===== config.mk =====
export PLATFORM = sky130hd
export DESIGN_NAME = fetch_queue
export DESIGN_NICKNAME = d
export VERILOG_FILES = /design/src/rtl/fetch_queue.sv
export SDC_FILE = /design/constraint.sdc
export NUM_CORES = 1
export LEC_CHECK = 0
export CELL_PAD_IN_SITES_DETAIL_PLACEMENT = 0
export CELL_PAD_IN_SITES_GLOBAL_PLACEMENT = 1
export CORE_ASPECT_RATIO = 2
export CORE_MARGIN = 3
export CORE_UTILIZATION = 39
export CTS_BUF_LIST = sky130_fd_sc_hd__clkbuf_16
export DETAILED_ROUTE_END_ITERATION = 7
export PLACE_DENSITY_LB_ADDON = 0.1
export SKIP_LAST_GASP = 1
export SYNTH_ARGS = -nofsm -noshare
export SYNTH_HDL_FRONTEND = slang
export SYNTH_SLANG_ARGS = --single-unit

===== constraint.sdc =====
create_clock -name clk -period 4.2 [get_ports clk]
set_clock_uncertainty 0.05 [all_clocks]
set_input_delay 0.63 -clock clk [delete_from_list [all_inputs] [get_ports clk]]
set_output_delay 0.63 -clock clk [all_outputs]
set_load 0.005 [all_outputs]

===== src/rtl/fetch_queue.sv =====
// rtl/fetch_queue.sv - PC owner and instruction prefetch FIFO feeding decode.
// Optional push-event counter on fetch_count when FETCH_STAT_EN is defined.
module fetch_queue #(
  parameter int         DEPTH    = 2,
  parameter logic [9:0] RESET_PC = 10'd0
) (
  input  logic        clk,
  input  logic        rst_n,
  output logic [9:0]  pc_adr,
  input  logic [15:0] instruction,
  input  logic        redirect,
  input  logic [9:0]  redirect_adr,
  output logic        out_valid,
  input  logic        out_ready,
  output logic [15:0] out_instr,
`ifdef FETCH_STAT_EN
  output logic [9:0]  out_pc,
  output logic [15:0] fetch_count
`else
  output logic [9:0]  out_pc
`endif
);

  localparam int AW = (DEPTH > 1) ? $clog2(DEPTH) : 1;
  localparam int CW = AW + 1;

  logic [9:0]    pc;
  logic [25:0]   store [DEPTH];
  logic [AW-1:0] rd_ptr;
  logic [AW-1:0] wr_ptr;
  logic [CW-1:0] count;
  logic          pop;
  logic          push;

  assign pc_adr    = pc;
  assign out_valid = (count != '0);
  assign out_instr = store[rd_ptr][25:10];
  assign out_pc    = store[rd_ptr][9:0];

  // A full queue still accepts a word when the head leaves, giving 1 instr/cycle.
  assign pop  = out_valid & out_ready;
  assign push = !redirect & ((count < CW'(DEPTH)) | pop);

  always_ff @(posedge clk or negedge rst_n) begin
    if (!rst_n) begin
      pc     <= RESET_PC;
      rd_ptr <= '0;
      wr_ptr <= '0;
      count  <= '0;
    end else if (redirect) begin
      pc     <= redirect_adr;
      rd_ptr <= '0;
      wr_ptr <= '0;
      count  <= '0;
    end else begin
      if (push) begin
        pc     <= pc + 10'd1;
        wr_ptr <= wr_ptr + 1'b1;
      end
      if (pop)
        rd_ptr <= rd_ptr + 1'b1;
      if (push && !pop)
        count <= count + 1'b1;
      else if (pop && !push)
        count <= count - 1'b1;
    end
  end

  // Storage is deliberately left out of reset; out_valid masks stale entries.
  always_ff @(posedge clk) begin
    if (push)
      store[wr_ptr] <= {instruction, pc};
  end

`ifdef FETCH_STAT_EN
  always_ff @(posedge clk or negedge rst_n) begin
    if (!rst_n)
      fetch_count <= '0;
    else if (push && fetch_count != 16'hFFFF)
      fetch_count <= fetch_count + 16'd1;
  end
`endif

endmodule

After elaboration in Yosys (flattened, before gate mapping)
Memories as Yosys holds them, arrays and structs flattened.
Index checks and enable logic that the tools add are counted.
- flip-flop bits (word level): 14
- output and inout bits: 37
- memory bits (read-only): 0
- memory bits (writable): 52
- bits in latches: 0
- memories: 1
- memories (memory ; depth ; width ; rd ports ; clocked after Yosys merged registers in ; write ports ; line ; text):
    store ; 2 ; 26 ; 1 ; 0 ; 1 ; 28 ; logic [25:0] store [DEPTH];
- magnitude comparators: 1
- shift-type cells: 0
- multiplexer cells: 11
- div/mod/pow operators: 0
- multipliers: 0
- equality and inequality tests: 0
- bitwise logic cells: 3
- reduce and logical (&&, ||, !) cells: 9
- $add $sub $neg: 5
- operators by type and width (cell ; count):
    $mux W10 ; 2
    $add A10 B1 Y10 const B ; 1
    $mux W1 ; 6
    $mux W2 ; 3
    $reduce_bool A2 Y1 ; 3
    $logic_not A1 Y1 ; 3
    $reduce_bool A3 Y1 ; 1
    $add A1 B1 Y1 const B ; 2
    $add A2 B1 Y2 const B ; 1
    $and A1 B1 Y1 ; 2
    $logic_and A1 B1 Y1 ; 2
    $lt A2 B2 Y1 const B ; 1
    $sub A2 B1 Y2 const B ; 1
    $or A1 B1 Y1 ; 1

Logic depth before layout (Yosys ltp)
Gate-level depths: netlist of the first run.
- depth in word-level cells: 9
- gate-level depth with buffers: 5
- mapped depth without buffers: 4

Worst setup path before layout of the first run
OpenSTA, ideal clock, no wires.
- path type: input-to-reg
- start: in out_ready
- end: mem store[0][0] (enable)
- slack: 0.735 ns
- arrival time: 2.968 ns
- setup time: 0.447 ns
- required time: 3.703 ns
- cell stages on the path: 3
- cell sequence: nand2b_1 -> buf_2 -> nor3b_1
- cells in the longest elaborated chain, start to end: 5
- ends and longest elaborated chain (element ; line ; text):
    start, declared ; 14 ; input logic out_ready,
    $and A1 B1 Y1 ; 41 ; assign pop = out_valid & out_ready;
    $or A1 B1 Y1 ; 42 ; assign push = !redirect & ((count < CW'(DEPTH)) | pop);
    $and A1 B1 Y1 ; 42 ;
    $mux W1 ; 71 ; if (push)
    $mux W1 (implied by the code) ; 72 ; store[wr_ptr] <= {instruction, pc};
    end, declared ; 28 ;
No other way between the ends.

Worst setup path after layout of the first run
- start: reg rd_ptr
- end: out out_pc[1]
- cells in the longest elaborated chain, start to end: 1
- ends and longest elaborated chain (element ; line ; text):
    start, declared ; 29 ; logic [AW-1:0] rd_ptr;
    start signal, assigned ; 61 ; rd_ptr <= rd_ptr + 1'b1;
    $mem_v2 Z2 W26 ; - ;
    end, declared ; 20 ; output logic [9:0] out_pc
No other way between the ends.

==> impl_results.md, run 1 <==
* Vias at 1562
* Final hold violations at 0
* Achievable Freq at 340 MHz
* Final setup viols at 0
* CTS resizes at 0
* RD Place Congestion at 0.767
* Core footprint at 6360 µm²
* Largest family of logic cells by synthesized area: multiplexers
* Initial antenna violation count at 0
* Largest net degree at the start of global routing at 28
* H-tree depth at 3
* Maximum VDD drop at 0.000252 V
* Rel. slew slack at 0.272
* DR WL/cell at 15.7 µm
* Postcts setup bufs at 0
* Xor/xnor share of the synthesized area at 0.0339
* Top cells by area, synth: edfxtp_1 60%, dfrtp_1 14%, mux2_2 11%
* Power Density at 489 nW/µm²
* Crit-path max FO at 27
* Share of cells above drive strength 1 at 0.190
* Clock net sink count at 66
* Worst-Margin Slew at 1090 ps
* Power after layout at 1.79 mW
* Via density at 4.84
* Area of the mapped netlist at 2580 µm²
* Clock Latency Late Sink at 320 ps
* Met3 routed WL at 224 µm
* Final Cell Area at 3660 µm²
* Area grow syn2layout at 41.5%
* Synth Register Bits at 66
* Vias in the first global route at 1747
* Reg clk slew, reported paths at 50 ps
* Critical path required time at 3520 ps
* Static leakage at 1.33 nW
* Root buffer cell: clkbuf_16
* Setup crit start kind: flip-flop
* Syn nets at 189
* CP endpoint kind: output port
* Starting DRT DRC Count at 66
* Hold buffer count at cts at 0
* Hold/Removal Path Class: reg2reg
* Post-synthesis mux area share at 0.117
* Register area share after synthesis at 0.740
* GRT Overall Usage at 0.144
* Met2 wire len at 2940 µm
* RSZ-0062 raised after global routing: false
* DRC viols at 0
* Largest area contributor in the netlist: edfxtp_1
* Port bufs at 66
* DRT Wirelength at 5080 µm
* DP Area at 3350 µm²
* ANT nets after route at 0
* Starting density of the core at 0.406
* Uppermost routed layer: met4
* Syn avg cell area at 16.4 µm²
* Hold Slack at 489 ps
* Antenna diode count at 0
* Synth Area in Adders at 0.00484
* Max-cap violations at 0
* TritonRoute pass-1 iters at 4
* Period utilization at 0.701
* Met1 wire length at 1810 µm
* Die width at 63.6 µm
* Tmin final at 2940 ps
* Inserted Clock Buffers at 9
* # rows at 41
* Total Neg Setup Slack at 0 ps
* Final nets at 263
* DIE HEIGHT at 121 µm
* YS warnings at 0
* IO Count at 67
* TritonCTS clock tree: yes
* Compound-cell area share of the yosys netlist at 0.0257
* First-pass GRT wire length at 8250 µm
* Synth cell types at 26
* Yosys top cell area share at 0.604
* DIE AREA at 7700 µm²
* GR Overflow Total at 0
* Status: completed
* Fillers at 553
* Simple-Gate Fraction of Synth Area at 0.0653
* Max-slew violation count at 0
* Detailed placement HPWL at 3590 µm
* Placed cells at 307
* WS Path Type: reg2out
* Arrival @ worst endpoint at 2260 ps
* Max Buffers Root-to-Sink at 2
* Layout Cells excl Fill at 323
* Mapped Cells at 158
[where the power goes]
| part | internal (mW) | switching [mW] |
|---|---|---|
| combinational | 0.150 | 0.0811 |
| sequential | 0.768 | 0.0411 |
| clock | 0.508 | 0.241 |
| total | 1.43 | 0.363 |
[cells in the mapped netlist]
cell type / n
edfxtp_1: 52
mux2_2: 26
dfrtp_1: 14
nand2_1: 11
o21ai_0: 10
xor2_1: 8
nor2_1: 5
buf_2: 4
nand3_1: 4
nand4_1: 3
a21oi_1: 2
and2_1: 2
clkbuf_1: 2
inv_1: 2
xnor2_1: 2
a31oi_1: 1
and3_1: 1
and3_2: 1
and4_4: 1
ha_1: 1
mux2i_1: 1
nand2_2: 1
nand2b_1: 1
nor3b_1: 1
or2_2: 1
or3_1: 1
[sequential cells by signal, indices dropped and copies added, names as in the netlist]
| signal | cells |
|---|---|
| store | 52 |
| pc_adr | 10 |
| count | 2 |
| rd_ptr | 1 |
| wr_ptr | 1 |
[placed cells by master (no fill, tap or decap), drive strengths merged]
cell type	count
buf	3
a31oi	1
nand3	4
xnor2	2
inv	5
clkbuf	9
and4	1
clkdlybuf4s50	66
o21ai	10
edfxtp	52
nand4	3
or3	1
and2	2
clkinv	2
nor2	5
mux2	26
nand2b	1
mux2i	1
nand2	12
a21oi	2
or2	1
xor2	8
ha	1
nor3b	1
bufinv	2
dfrtp	14
and3	2
[worst paths after layout]
kind,start,cells past startpoint,end,slack (ps)
setup / recovery,rd_ptr$_DFFE_PN0P_,2,out_pc[1],1260
hold / removal,count[0]$_DFFE_PN0P_,2,count[0]$_DFFE_PN0P_,490
setup reg to reg,count[1]$_DFFE_PN0P_,3,store[1][20]$_DFFE_PP_,2260
hold reg to reg,count[0]$_DFFE_PN0P_,2,count[0]$_DFFE_PN0P_,490
max in group asynchronous,rst_n,1,pc_adr[6]$_DFFE_PN0P_,2950
min in group asynchronous,rst_n,1,count[0]$_DFFE_PN0P_,690
[kinds of logic (layout without fill, tap and decap cells)]
| logic type | after synthesis | in the layout |
|---|---|---|
| DFF | 66 | 66 |
| and+or+nand+nor | 33 | 33 |
| muxes | 27 | 27 |
| AOI/OAI and AO/OA | 13 | 13 |
| xor gates and xnor gates | 10 | 10 |
| buffers and inverters | 8 | 87 |
| adders and majority gates | 1 | 1 |
[area by class of cell]
type	instances	area [µm²]	area share
clock buffer	9	225	0.0616
clock inverter	7	78.8	0.0216
inverter	2	7.51	0.00205
multi-input combinational	84	643	0.176
sequential	66	1910	0.523
tap	86	108	0.0294
timing repair buffer	69	683	0.187
[worst max-delay path, stage by stage, from the launching register on]
cell	delay, ps
dfrtp_1	1060
mux2_2	420
clkdlybuf4s50_1	460
[per-stage QoR]
step | utilization | setup slack, ps
final | 0.575 | 1260
after global routing | 0.575 | 1080
after CTS | 0.575 | 1180
after detailed placement | 0.527 | 1470
after global placement | 0.527 | 1520
after floorplan | - | 735
[layer usage]
layer	vias up	track usage
met5	-	0
met4	0	0.0785
met3	7	0.0389
met2	49	0.259
met1	772	0.147
li1	734	-
(Power assumes the default switching activity.)
==> inputs of run 2 (changes only) <==
Settings changed: CORE_UTILIZATION 39 to 35.
Clock period 4.2 ns to 2.36 ns, I/O delays scaled along.
==> run 2 against run 1 <==
Net effect:
- via count increased by 0.13%
- register-to-register slack worse by 1400 ps
- sequential share of layout area shrank 0.054 points
- combinational power grew 94%
- clock power up 48%
- flip-flop and latch count stayed put
- global-route usage fell by 0.42 points
- non-clock buffer count increased by 4
- die area rose by 11%
- clock-buffer cell count unchanged
- largest cell class unchanged
==> impl_results.md, run 2 (synthesis results as in run 1) <==
* Max-cap violations at 0
* Static leakage at 1.33 nW
* Period utilization at 0.928
* Maximum VDD drop at 0.000344 V
* Vias in the first global route at 1784
* Postcts setup bufs at 0
* DIE HEIGHT at 128 µm
* DRT Wirelength at 5220 µm
* Starting DRT DRC Count at 68
* H-tree depth at 3
* Area grow syn2layout at 41.6%
* Reg2reg path depth at 3
* Placed cells at 315
* Root buffer cell: clkbuf_16
* TritonCTS clock tree: yes
* Most flops, register: store
* Hold buffer count at cts at 0
* # rows at 43
* Final setup viols at 0
* DIE AREA at 8520 µm²
* Port bufs at 66
* Max-slew violation count at 0
* Rel. slew slack at 0.532
* FF-to-FF setup slack at 840 ps
* Tmin final at 2190 ps
* DR WL/cell at 15.8 µm
* GR Overflow Total at 0
* First-pass GRT wire length at 8510 µm
* Inserted Clock Buffers at 9
* Detailed placement HPWL at 3730 µm
* Fillers at 585
* Layout Cells excl Fill at 331
* Reg clk slew, reported paths at 50 ps
* Worst setup path startpoint: rd_ptr$_DFFE_PN0P_
* Max Buffers Root-to-Sink at 2
* CP endpoint kind: output port
* Total Neg Setup Slack at 0 ps
* CTS resizes at 0
* Largest register FFs at 52
* Clock Latency Late Sink at 320 ps
* Power Density at 814 nW/µm²
* Final hold violations at 0
* Vias at 1564
* Share of cells above drive strength 1 at 0.203
* Most common cell after layout, fill and taps aside: clkdlybuf4s50_1
* Final nets at 267
* Critical path required time at 1960 ps
* Arrival @ worst endpoint at 1790 ps
* Initial antenna violation count at 0
* Starting density of the core at 0.367
* Die width at 66.8 µm
* Crit-path max FO at 19
* Worst-Margin Slew at 701 ps
* Core footprint at 7050 µm²
* RR Endpoint: store[0][19]$_DFFE_PP_
* Status: completed
* Worst r2r src: count[1]$_DFFE_PN0P_
* Setup crit start kind: flip-flop
* TritonRoute pass-1 iters at 4
* Clock net sink count at 66
* Achievable Freq at 457 MHz
* GRT Overall Usage at 0.139
* RD Place Congestion at 0.776
* CP endpoint: out_pc[1]
* DRC viols at 0
* Utilization after layout at 0.519
* Largest net degree at the start of global routing at 27
* IO Count at 67
* Hold/Removal Path Class: in2async
* Via density at 4.73
* Hold Slack at 406 ps
* Antenna diode count at 0
* Highest-count cells in the layout ignoring fill and taps: 66 x clkdlybuf4s50_1, 52 x edfxtp_1, 26 x mux2_2
* RSZ-0062 raised after global routing: false
* ANT nets after route at 0
* WS Path Type: reg2out
[run 2: final cells by class]
class	count	area, µm²	area share
sequential	66	1910	0.522
clock inverter	7	28.8	0.00786
clock buffer	9	225	0.0615
inverter	2	7.51	0.00205
timing repair buffer	73	726	0.198
multi-input combinational	84	649	0.177
tap	90	113	0.0308
[run 2: power breakdown]
part	leakage (nW)	switching (mW)	internal [mW]	total (mW)
registers	0.660	0.0528	1.37	1.42
clock network	0.134	0.425	0.685	1.11
logic	0.538	0.169	0.279	0.448
[run 2: critical path, cell delays in order, from the launching register on]
cell and delay (ps):
dfrtp_1 340, buf_4 270, mux2_2 380, clkdlybuf4s50_1 470
[run 2: metal layers]
| metal | track usage | routed length (µm) |
|---|---|---|
| met1 | 0.137 | 1880 |
| met2 | 0.249 | 2930 |
| met3 | 0.0449 | 270 |
| met4 | 0.0754 | 135 |
| met5 | 0 | 0 |
[run 2: worst min-delay path by stage]
stage / from / endpoint / slack, ps / cells after the start
after floorplan: rst_n / count[0]$_DFFE_PN0P_ / 8 / 0
after global placement: count[0]$_DFFE_PN0P_ / count[0]$_DFFE_PN0P_ / 460 / 2
after detailed placement: count[1]$_DFFE_PN0P_ / count[1]$_DFFE_PN0P_ / 500 / 2
after CTS: rst_n / pc_adr[7]$_DFFE_PN0P_ / 410 / 1
after global routing: rst_n / pc_adr[7]$_DFFE_PN0P_ / 450 / 1
final: rst_n / pc_adr[7]$_DFFE_PN0P_ / 410 / 1
[run 2: stage by stage]
stage          cell area, µm²  total power [mW]  setup WS, ps
2_1_floorplan            2590              1.61          92.1
4_1_cts                  3660              3.04           134
3_5_place_dp             3410              1.90           323
3_3_place_gp             3410              1.88           372
5_1_grt                  3660              3.12           102
6_report                 3660              2.98           170
==> inputs of run 3 (changes only) <==
Settings changed: ABC_CLOCK_PERIOD_IN_PS set to 2360, CTS_CLUSTER_DIAMETER set to 200, GPL_ROUTABILITY_DRIVEN set to 0.
==> results of run 3 <==
No change in the layout: final DEF, timing and power equal those of run 2.
